**src/rtl/inst_fetch_sequencer.sv**
```systemverilog
// Instruction fetch sequencer: issues four byte reads per instruction, assembles
// big-endian 32-bit words and queues {inst, pc} in a small prefetch FIFO.
module inst_fetch_sequencer #(
  parameter int                     ADDR_LEN   = 32,
  parameter int                     WORD_LEN   = 8,
  parameter int                     INST_LEN   = 32,
  parameter int                     MEM_SIZE   = 2048,
  parameter int                     FIFO_DEPTH = 2,
  parameter logic [ADDR_LEN-1:0]    RESET_PC   = '0,
  parameter logic [INST_LEN-1:0]    NOP_INST   = 32'hE0000000
) (
  input  logic                clk,
  input  logic                rst,
  output logic [ADDR_LEN-1:0] mem_addr,
  output logic                mem_rd_en,
  input  logic [WORD_LEN-1:0] mem_data,
  output logic [INST_LEN-1:0] inst,
  output logic [ADDR_LEN-1:0] inst_pc,
  output logic                inst_valid,
  input  logic                inst_ready,
  input  logic                branch_taken,
  input  logic [ADDR_LEN-1:0] branch_addr
);

  localparam int PTR_W = (FIFO_DEPTH > 1) ? $clog2(FIFO_DEPTH) : 1;
  localparam int CNT_W = $clog2(FIFO_DEPTH + 1);
  localparam logic [ADDR_LEN:0]    MEM_LIMIT = (ADDR_LEN + 1)'(MEM_SIZE);
  localparam logic [CNT_W:0]       DEPTH_EXT = (CNT_W + 1)'(FIFO_DEPTH);
  localparam logic [PTR_W-1:0]     LAST_PTR  = PTR_W'(FIFO_DEPTH - 1);

  // Issue side
  logic [ADDR_LEN-1:0] fetch_pc_q, fetch_pc_d;
  logic [1:0]          issue_k_q, issue_k_d;
  // Capture side
  logic                asm_busy_q, asm_busy_d;
  logic [ADDR_LEN-1:0] asm_pc_q, asm_pc_d;
  logic [1:0]          cap_k_q, cap_k_d;
  logic [INST_LEN-1:0] shift_q, shift_d;
  logic                rd_pend_q, rd_pend_d;
  // Prefetch FIFO
  logic [INST_LEN-1:0] inst_mem_q [FIFO_DEPTH];
  logic [ADDR_LEN-1:0] pc_mem_q   [FIFO_DEPTH];
  logic [PTR_W-1:0]    wr_ptr_q, wr_ptr_d;
  logic [PTR_W-1:0]    rd_ptr_q, rd_ptr_d;
  logic [CNT_W-1:0]    count_q, count_d;

  logic                issue_rd;
  logic [ADDR_LEN-1:0] issue_addr;
  logic                out_of_range;
  logic                space_ok;
  logic                push;
  logic                push_fire;
  logic [INST_LEN-1:0] push_inst;
  logic [ADDR_LEN-1:0] push_pc;
  logic                pop;
  logic                unused_branch_lsbs;

  assign unused_branch_lsbs = ^branch_addr[1:0];

  assign out_of_range = {1'b0, fetch_pc_q} >= MEM_LIMIT;
  // An in-flight instruction already owns a FIFO slot.
  assign space_ok     = ({1'b0, count_q} + (CNT_W + 1)'(asm_busy_q)) < DEPTH_EXT;
  assign pop          = (count_q != '0) && inst_ready;

  always_comb begin
    fetch_pc_d = fetch_pc_q;
    issue_k_d  = issue_k_q;
    asm_busy_d = asm_busy_q;
    asm_pc_d   = asm_pc_q;
    cap_k_d    = cap_k_q;
    shift_d    = shift_q;
    wr_ptr_d   = wr_ptr_q;
    rd_ptr_d   = rd_ptr_q;
    count_d    = count_q;
    issue_rd   = 1'b0;
    issue_addr = fetch_pc_q + ADDR_LEN'(issue_k_q);
    push       = 1'b0;
    push_inst  = '0;
    push_pc    = '0;
    push_fire  = 1'b0;

    // Capture the byte read in the previous cycle; the fourth one completes the word.
    if (rd_pend_q) begin
      shift_d = {shift_q[INST_LEN-WORD_LEN-1:0], mem_data};
      cap_k_d = cap_k_q + 2'd1;
      if (cap_k_q == 2'd3) begin
        push       = 1'b1;
        push_inst  = shift_d;
        push_pc    = asm_pc_q;
        asm_busy_d = 1'b0;
      end
    end

    if (issue_k_q != 2'd0) begin
      issue_rd  = 1'b1;
      issue_k_d = issue_k_q + 2'd1;
      if (issue_k_q == 2'd3) begin
        fetch_pc_d = fetch_pc_q + ADDR_LEN'(4);
      end
    end else if (space_ok) begin
      if (out_of_range) begin
        // Wait for the capture side to drain so two pushes never collide.
        if (!asm_busy_q) begin
          push       = 1'b1;
          push_inst  = NOP_INST;
          push_pc    = fetch_pc_q;
          fetch_pc_d = fetch_pc_q + ADDR_LEN'(4);
        end
      end else begin
        issue_rd   = 1'b1;
        issue_k_d  = 2'd1;
        asm_busy_d = 1'b1;
        asm_pc_d   = fetch_pc_q;
      end
    end

    rd_pend_d = issue_rd;
    push_fire = push;

    if (push) begin
      wr_ptr_d = (wr_ptr_q == LAST_PTR) ? '0 : wr_ptr_q + PTR_W'(1);
    end
    if (pop) begin
      rd_ptr_d = (rd_ptr_q == LAST_PTR) ? '0 : rd_ptr_q + PTR_W'(1);
    end
    count_d = count_q + CNT_W'(push) - CNT_W'(pop);

    // Redirect wins over everything but reset; the stale byte in flight is dropped via rd_pend.
    if (branch_taken) begin
      fetch_pc_d = {branch_addr[ADDR_LEN-1:2], 2'b00};
      issue_k_d  = 2'd0;
      asm_busy_d = 1'b0;
      cap_k_d    = 2'd0;
      shift_d    = '0;
      rd_pend_d  = 1'b0;
      wr_ptr_d   = '0;
      rd_ptr_d   = '0;
      count_d    = '0;
      push_fire  = 1'b0;
    end
  end

  always_ff @(posedge clk or negedge rst) begin
    if (!rst) begin
      fetch_pc_q <= RESET_PC;
      issue_k_q  <= 2'd0;
      asm_busy_q <= 1'b0;
      asm_pc_q   <= '0;
      cap_k_q    <= 2'd0;
      shift_q    <= '0;
      rd_pend_q  <= 1'b0;
      wr_ptr_q   <= '0;
      rd_ptr_q   <= '0;
      count_q    <= '0;
    end else begin
      fetch_pc_q <= fetch_pc_d;
      issue_k_q  <= issue_k_d;
      asm_busy_q <= asm_busy_d;
      asm_pc_q   <= asm_pc_d;
      cap_k_q    <= cap_k_d;
      shift_q    <= shift_d;
      rd_pend_q  <= rd_pend_d;
      wr_ptr_q   <= wr_ptr_d;
      rd_ptr_q   <= rd_ptr_d;
      count_q    <= count_d;
    end
  end

  always_ff @(posedge clk or negedge rst) begin
    if (!rst) begin
      for (int i = 0; i < FIFO_DEPTH; i++) begin
        inst_mem_q[i] <= '0;
        pc_mem_q[i]   <= '0;
      end
    end else if (push_fire) begin
      inst_mem_q[wr_ptr_q] <= push_inst;
      pc_mem_q[wr_ptr_q]   <= push_pc;
    end
  end

  // Read strobe and address are gated by reset so they drop the moment reset asserts.
  assign mem_rd_en  = rst & issue_rd;
  assign mem_addr   = rst ? issue_addr : '0;
  assign inst       = inst_mem_q[rd_ptr_q];
  assign inst_pc    = pc_mem_q[rd_ptr_q];
  assign inst_valid = (count_q != '0);

endmodule

```
**config.mk**
```make
export PLATFORM = sky130hd
export DESIGN_NAME = inst_fetch_sequencer
export DESIGN_NICKNAME = d
export VERILOG_FILES = /design/src/rtl/inst_fetch_sequencer.sv
export SDC_FILE = /design/constraint.sdc
export NUM_CORES = 1
export LEC_CHECK = 0
export ABC_AREA = 1
export BUFFER_PORTS_ARGS = -buffer_cell sky130_fd_sc_hd__buf_2
export CORE_MARGIN = 3
export CORE_UTILIZATION = 53
export DETAILED_ROUTE_END_ITERATION = 6
export PLACE_DENSITY = 0.74
export SLEW_MARGIN = 10
export SYNTH_ARGS = -nofsm -noshare
export SYNTH_HDL_FRONTEND = slang
export SYNTH_SLANG_ARGS = --single-unit
```
**constraint.sdc**
```tcl
create_clock -name clk -period 1.9 [get_ports clk]
set_input_delay 0.38 -clock clk [delete_from_list [all_inputs] [get_ports clk]]
set_output_delay 0.38 -clock clk [all_outputs]
set_load 0.02 [all_outputs]
```
### Word level (Yosys, flattened, before mapping)

Index checks and enable logic that the tools add are counted.

* register bits after elaboration: 226
* bits of input ports: 44
* output and inout bits: 98
* word-level logic and storage cells: 111

* add/subtract/negate cells: 9
* order comparisons: 5
* eq/ne operators: 5
* multiplexer cells: 61
* bitwise gates (word level): 5
* reduce and logical (&&, ||, !) cells: 12

Operators with widths (number)
* two-way mux 32 bit: 26
* bitwise mux 64 bit: 2
* two-way mux 24 bit: 2
* adder 32 x 2 -> 32 bit: 1
* adder 32 x 3 -> 32 bit, second input constant: 1
* demux 32 bit (select 1 bit): 1
* >= comparator 32 x 12 -> 1 bit, second input constant: 1
* two-way mux 1 bit: 23
* two-way mux 2 bit: 7
* nonzero test 2 bit: 5
* inequality test 3 x 2 -> 1 bit, second input constant: 3
* nonzero test 3 bit: 2
* adder 2 x 1 -> 2 bit, second input constant: 2
* == test 2 bit, second input constant: 2
* >= comparator 2 bit, second input constant: 2
* NOT 1 -> 2 bit: 2
* AND reduction 4 bit: 1
* adder 2 x 1 -> 3 bit: 1
* < comparator 3 x 2 -> 1 bit, second input constant: 1
* AND reduction 3 bit: 1
* adder 1 bit, second input constant: 2
* adder 2 x 1 -> 2 bit: 1
* logical AND 1 bit: 2
* < comparator 2 x 1 -> 1 bit, second input constant: 1
* 4 further kinds: 5

### Depth between registers and ports, before layout

* depth after elaboration: 10
* gate-level depth with buffers: 14
* depth with buffers taken out: 13

### Worst setup path after synthesis

Ideal clock, no wire load.

* path kind: register -> register
* from: register cap_k_q[0]
* to: register count_q[1]
* setup time: 0.117 ns
* arrival time: 1.914 ns
* data required time: 1.783 ns
* slack: -0.131 ns
* stages on the path, launching flop included: 12
* path buffers: 2
* period minus slack after synthesis: 2.031 ns
* cell sequence: dfrtp_1 > ha_1 > nand2_1 > clkbuf_1 > buf_1 > nand3_1 > nand2_1 > ha_1 > xnor2_1 > nand2_1 > nand2_1 > nor2_1

* cells in the longest elaborated chain, start to end: 10

RTL lines
* start: declaration: RTL line 37 `logic [1:0] cap_k_q, cap_k_d;`
* start signal: assignment: RTL line 160 `cap_k_q <= cap_k_d;`
* == test 2 bit (*): RTL line 86 `if (cap_k_q == 2'd3) begin`
* two-way mux 1 bit (*): RTL line 86
* two-way mux 1 bit (*): RTL line 83 `if (rd_pend_q) begin`
* two-way mux 1 bit: RTL line 103 `if (!asm_busy_q) begin`
* two-way mux 1 bit: RTL line 101 `if (out_of_range) begin`
* two-way mux 1 bit: RTL line 100 `end else if (space_ok) begin`
* two-way mux 1 bit (*): RTL line 94 `if (issue_k_q != 2'd0) begin`
* adder 2 x 1 -> 2 bit (*): RTL line 126 `count_d = count_q + CNT_W'(push) - CNT_W'(pop);`
* subtractor 2 x 1 -> 2 bit (*): RTL line 126
* two-way mux 2 bit (*): RTL line 129 `if (branch_taken) begin`
* named net count_d[1]: RTL line 45 `logic [CNT_W-1:0] count_q, count_d;`
* end signal: assignment: RTL line 165 `count_q <= count_d;`
* end: declaration: RTL line 45

The timed path passes the listed nets; every way through them passes the cells marked *.
A chain may end at the register's enable or synchronous reset.

### Final worst setup path

* from: register fetch_pc_q[12]
* to: output port mem_rd_en

* cells in the longest elaborated chain, start to end: 5

RTL lines
* start: declaration: RTL line 32 `logic [ADDR_LEN-1:0] fetch_pc_q, fetch_pc_d;`
* start signal: assignment: RTL line 156 `fetch_pc_q <= fetch_pc_d;`
* >= comparator 32 x 12 -> 1 bit: RTL line 60 `assign out_of_range = {1'b0, fetch_pc_q} >= MEM_LIMIT;`
* two-way mux 1 bit: RTL line 101
* two-way mux 1 bit: RTL line 100
* two-way mux 1 bit: RTL line 94
* bitwise AND 1 bit: RTL line 182 `assign mem_rd_en = rst & issue_rd;`
* end: declaration: RTL line 15 `output logic mem_rd_en,`

No other way between the ends.

==> impl_metrics.toml <==
[synth]
synthMostInstantiatedCell = "nand2_1"
syn_area_um2 = 11200
synth-simple-area-share_pct = 33.5
synth.top_cell.area_share_pct = 49.0
ys_top_cells_by_count = "658 x nand2_1, 220 x dfrtp_1, 135 x inv_1"
yosysWarnings = 0
synthAdderAreaFrac_pct = 0.668
synthTopCellsByArea = "dfrtp_1 49%, nand2_1 22%, o21ai_0 5.9%"
async_flop_share_pct = 100
synth_compound_area_share_pct = 7.68
synth_edf_count = 0
yosys.area.top_type = "dfrtp_1"
synthesis.nets = 1615
yosys-mux-area-fraction_pct = 0
ys_ff_latch = 220
synth_top_family_by_area = "simple AND/OR/NAND/NOR gates"
avgSynthCellArea_um2 = 7.18
syn_inst = 1565
synthDistinctLibCells = 28
synthFlopType = "dfrtp_1"
synth_xor_area_share_pct = 0.312
yosysSeqAreaShare_pct = 49.0

[worst_setup_path]
worstSetupEndpointType = "output port"
reg2reg_to = "inst_mem_q[15]$_DFFE_PN0P_"
reg2reg_depth = 12
worstPathArrival_ns = 1.97
slowest_delay_ns = 0.39
crit_type = "reg -> out"
startpoint_type = "register"
crit_chain = "nor2_1 > nand2_1 > nor2_2 > nand3_4 > o21ai_4 > inv_2 > nor2_4 > buf_6"
critPathSlowestCell = "dfrtp_1"
cp.required_ns = 1.52
cp_max_fo = 2
reg2reg_slack_ns = -0.25
reg2reg_from = "issue_k_q[1]$_DFFE_PN0P_"

[status]
violations = "design-rule violations, negative setup slack"
status = "finished with violations"

[detailed_routing]
wire_per_inst_um = 24.2
antenna_left = 0
dr.pass1.iters = 7
drcViolationCount = 20
drt_iter0_drc = 1678
wl_um = 50500
vias = 12900
via_per_inst = 6.19

[clocking]
cts_root_buf = "clkbuf_16"
h-tree-depth = 1
clock_path_buffers = 3
cts_buffers = 25
cts.clk_slew.worst_paths_ns = 0.06
clkSinkCount = 220
clkLatencyLatePin_ns = 0.56
cts_tree = "done"

[floorplanning]
die_h_um = 152
core_um2 = 20600
rows = 52
io_pins = 142
die_w_um = 152
dieArea_um2 = 23000
initial_core_util_pct = 54.7

[sta]
tightest_slew_ns = 0.783
timing.final.crit_share_pct = 124
fin_crit_ns = 2.35
relSlewSlack_pct = 47.8
finalMaxSlewViolations = 0
fmax_ghz = 0.426
finClkSkew_ns = 0.0186
fin_ws_ns = -0.448
setup_tns_ns = -34.95
setup_viol = 212
hold_viol = 0
rsz0062_at_grt = "yes"

[cells_and_area]
drive_gt1_share_pct = 35.2
nets = 1846
antennaDiodeCount = 0
syn_to_final_growth_pct = 49.5
post-route-util_pct = 81.7
fin_cells = 2082
nFillCells = 1112

[global_routing]
grt_pass1_vias = 10800
grt_max_degree = 140
grt_pass1_wl_um = 56500
grt_antenna_before_repair = 2
overflow = 0
grt_usage_pct = 31.3

[min_path]
hold_class = "in -> async"

[placed_design]
dpl.hpwl_um = 20700
place_inst = 1957
gp_congestion = 0.963
port_buffers = 139

[power_and_ir_drop]
leakage_uw = 0.00852
power.total_uw = 23000
ir_worst_vdd_uv = 839
p_per_area_nw_per_um2 = 1370

[job]
maxCapViolCount = 0
[worst max path at each step]
stage,from,to,cells past startpoint
after floorplan,issue_k_q[0]$_DFFE_PN0P_,count_q[1]$_DFF_PN0_,14
after global placement,fetch_pc_q[29]$_DFFE_PN0P_,mem_rd_en,8
after detailed placement,issue_k_q[0]$_DFFE_PN0P_,pc_mem_q[58]$_DFFE_PN0P_,10
after CTS,fetch_pc_q[31]$_DFFE_PN0P_,mem_rd_en,8
after global routing,fetch_pc_q[12]$_DFFE_PN0P_,mem_rd_en,8
final,fetch_pc_q[12]$_DFFE_PN0P_,mem_rd_en,8
[cells by family (layout without fill, tap and decap cells)]
kind of cell,Yosys count,in the layout
DFF,220,220
AOI/OAI and AO/OA,170,170
adders and majority gates,6,6
xor gates and xnor gates,4,4
and+or+nand+nor,935,935
buffers and inverters,230,477
[registers in the layout, indices dropped and copies added, names as in the netlist]
signal,flops
inst_mem_q,64
shift_q,24
wr_ptr_q,1
asm_pc_q,30
issue_k_q,2
fetch_pc_q,30
rd_ptr_q,1
rd_pend_q,1
asm_busy_q,1
cap_k_q,2
pc_mem_q,62
count_q,2
[critical path, delay by kind of cell (launching register included)]
kind	cells	cell delay, ns
flops	1	0.39
buf+inv	2	0.22
compound gates	1	0.17
simple gates	5	0.64
[repair_timing]
item	CTS	global route
gates resized for setup	350	348
hold buffers	3	0
endpoints found under the setup margin	106	203
buffers inserted	19	24
pin swaps	59	83
gates cloned	14	33
endpoints found under the hold margin	18	0
[cell usage in the layout, fill, tap and decap left out, types with 9 or more instances in the layout]
master | synthesis | layout
inv_2 | 4 | 9
nor2_1 | 118 | 112
inv_1 | 135 | 127
nand2_4 | 1 | 119
dfrtp_1 | 220 | 218
buf_4 | 15 | 64
buf_16 | 0 | 11
buf_6 | 7 | 79
o21ai_1 | 23 | 62
nand2_1 | 658 | 433
buf_2 | 19 | 73
o21ai_2 | 0 | 25
buf_8 | 0 | 12
buf_12 | 0 | 30
nand3_1 | 131 | 129
nand2_2 | 3 | 105
or2_2 | 15 | 15
o21ai_0 | 132 | 64
clkbuf_16 | 0 | 45
[metrics by stage]
step	hold WS (ns)	setup WS, ns	instance area (um^2)
2_1_floorplan	0.0844	-0.0671	11300
3_3_place_gp	0.241	-0.0891	12600
3_5_place_dp	0.240	-0.0943	12600
4_1_cts	0.0338	-0.341	15100
5_1_grt	0.0513	-0.480	16800
6_report	0.0371	-0.448	16800
[per-layer routing]
layer | up-vias | track usage, % | wire length [um]
li1 | 5342 | - | -
met1 | 6019 | 41.8 | 16700
met2 | 1100 | 52.1 | 22600
met3 | 425 | 5.06 | 6590
met4 | 2 | 10.6 | 4600
met5 | - | 0 | 15
[power by group]
group	internal [uW]	switching, uW
clock	3030	2160
sequential	5590	1050
combinational	4660	6470
total	13300	9680
[area by class of cell]
cell class              count  area, um^2  share of cell area (%)
clock inverters             9         139                   0.826
clock buffers              34         709                    4.22
well taps                 270         338                    2.01
repair buffers            292        3350                    19.9
inverters                 140         552                    3.28
repair inverters            2        20.0                   0.119
multi-input cells        1115        6190                    36.8
flip-flops and latches    220        5510                    32.8
No activity file was read; power rests on OpenSTA's default activity.
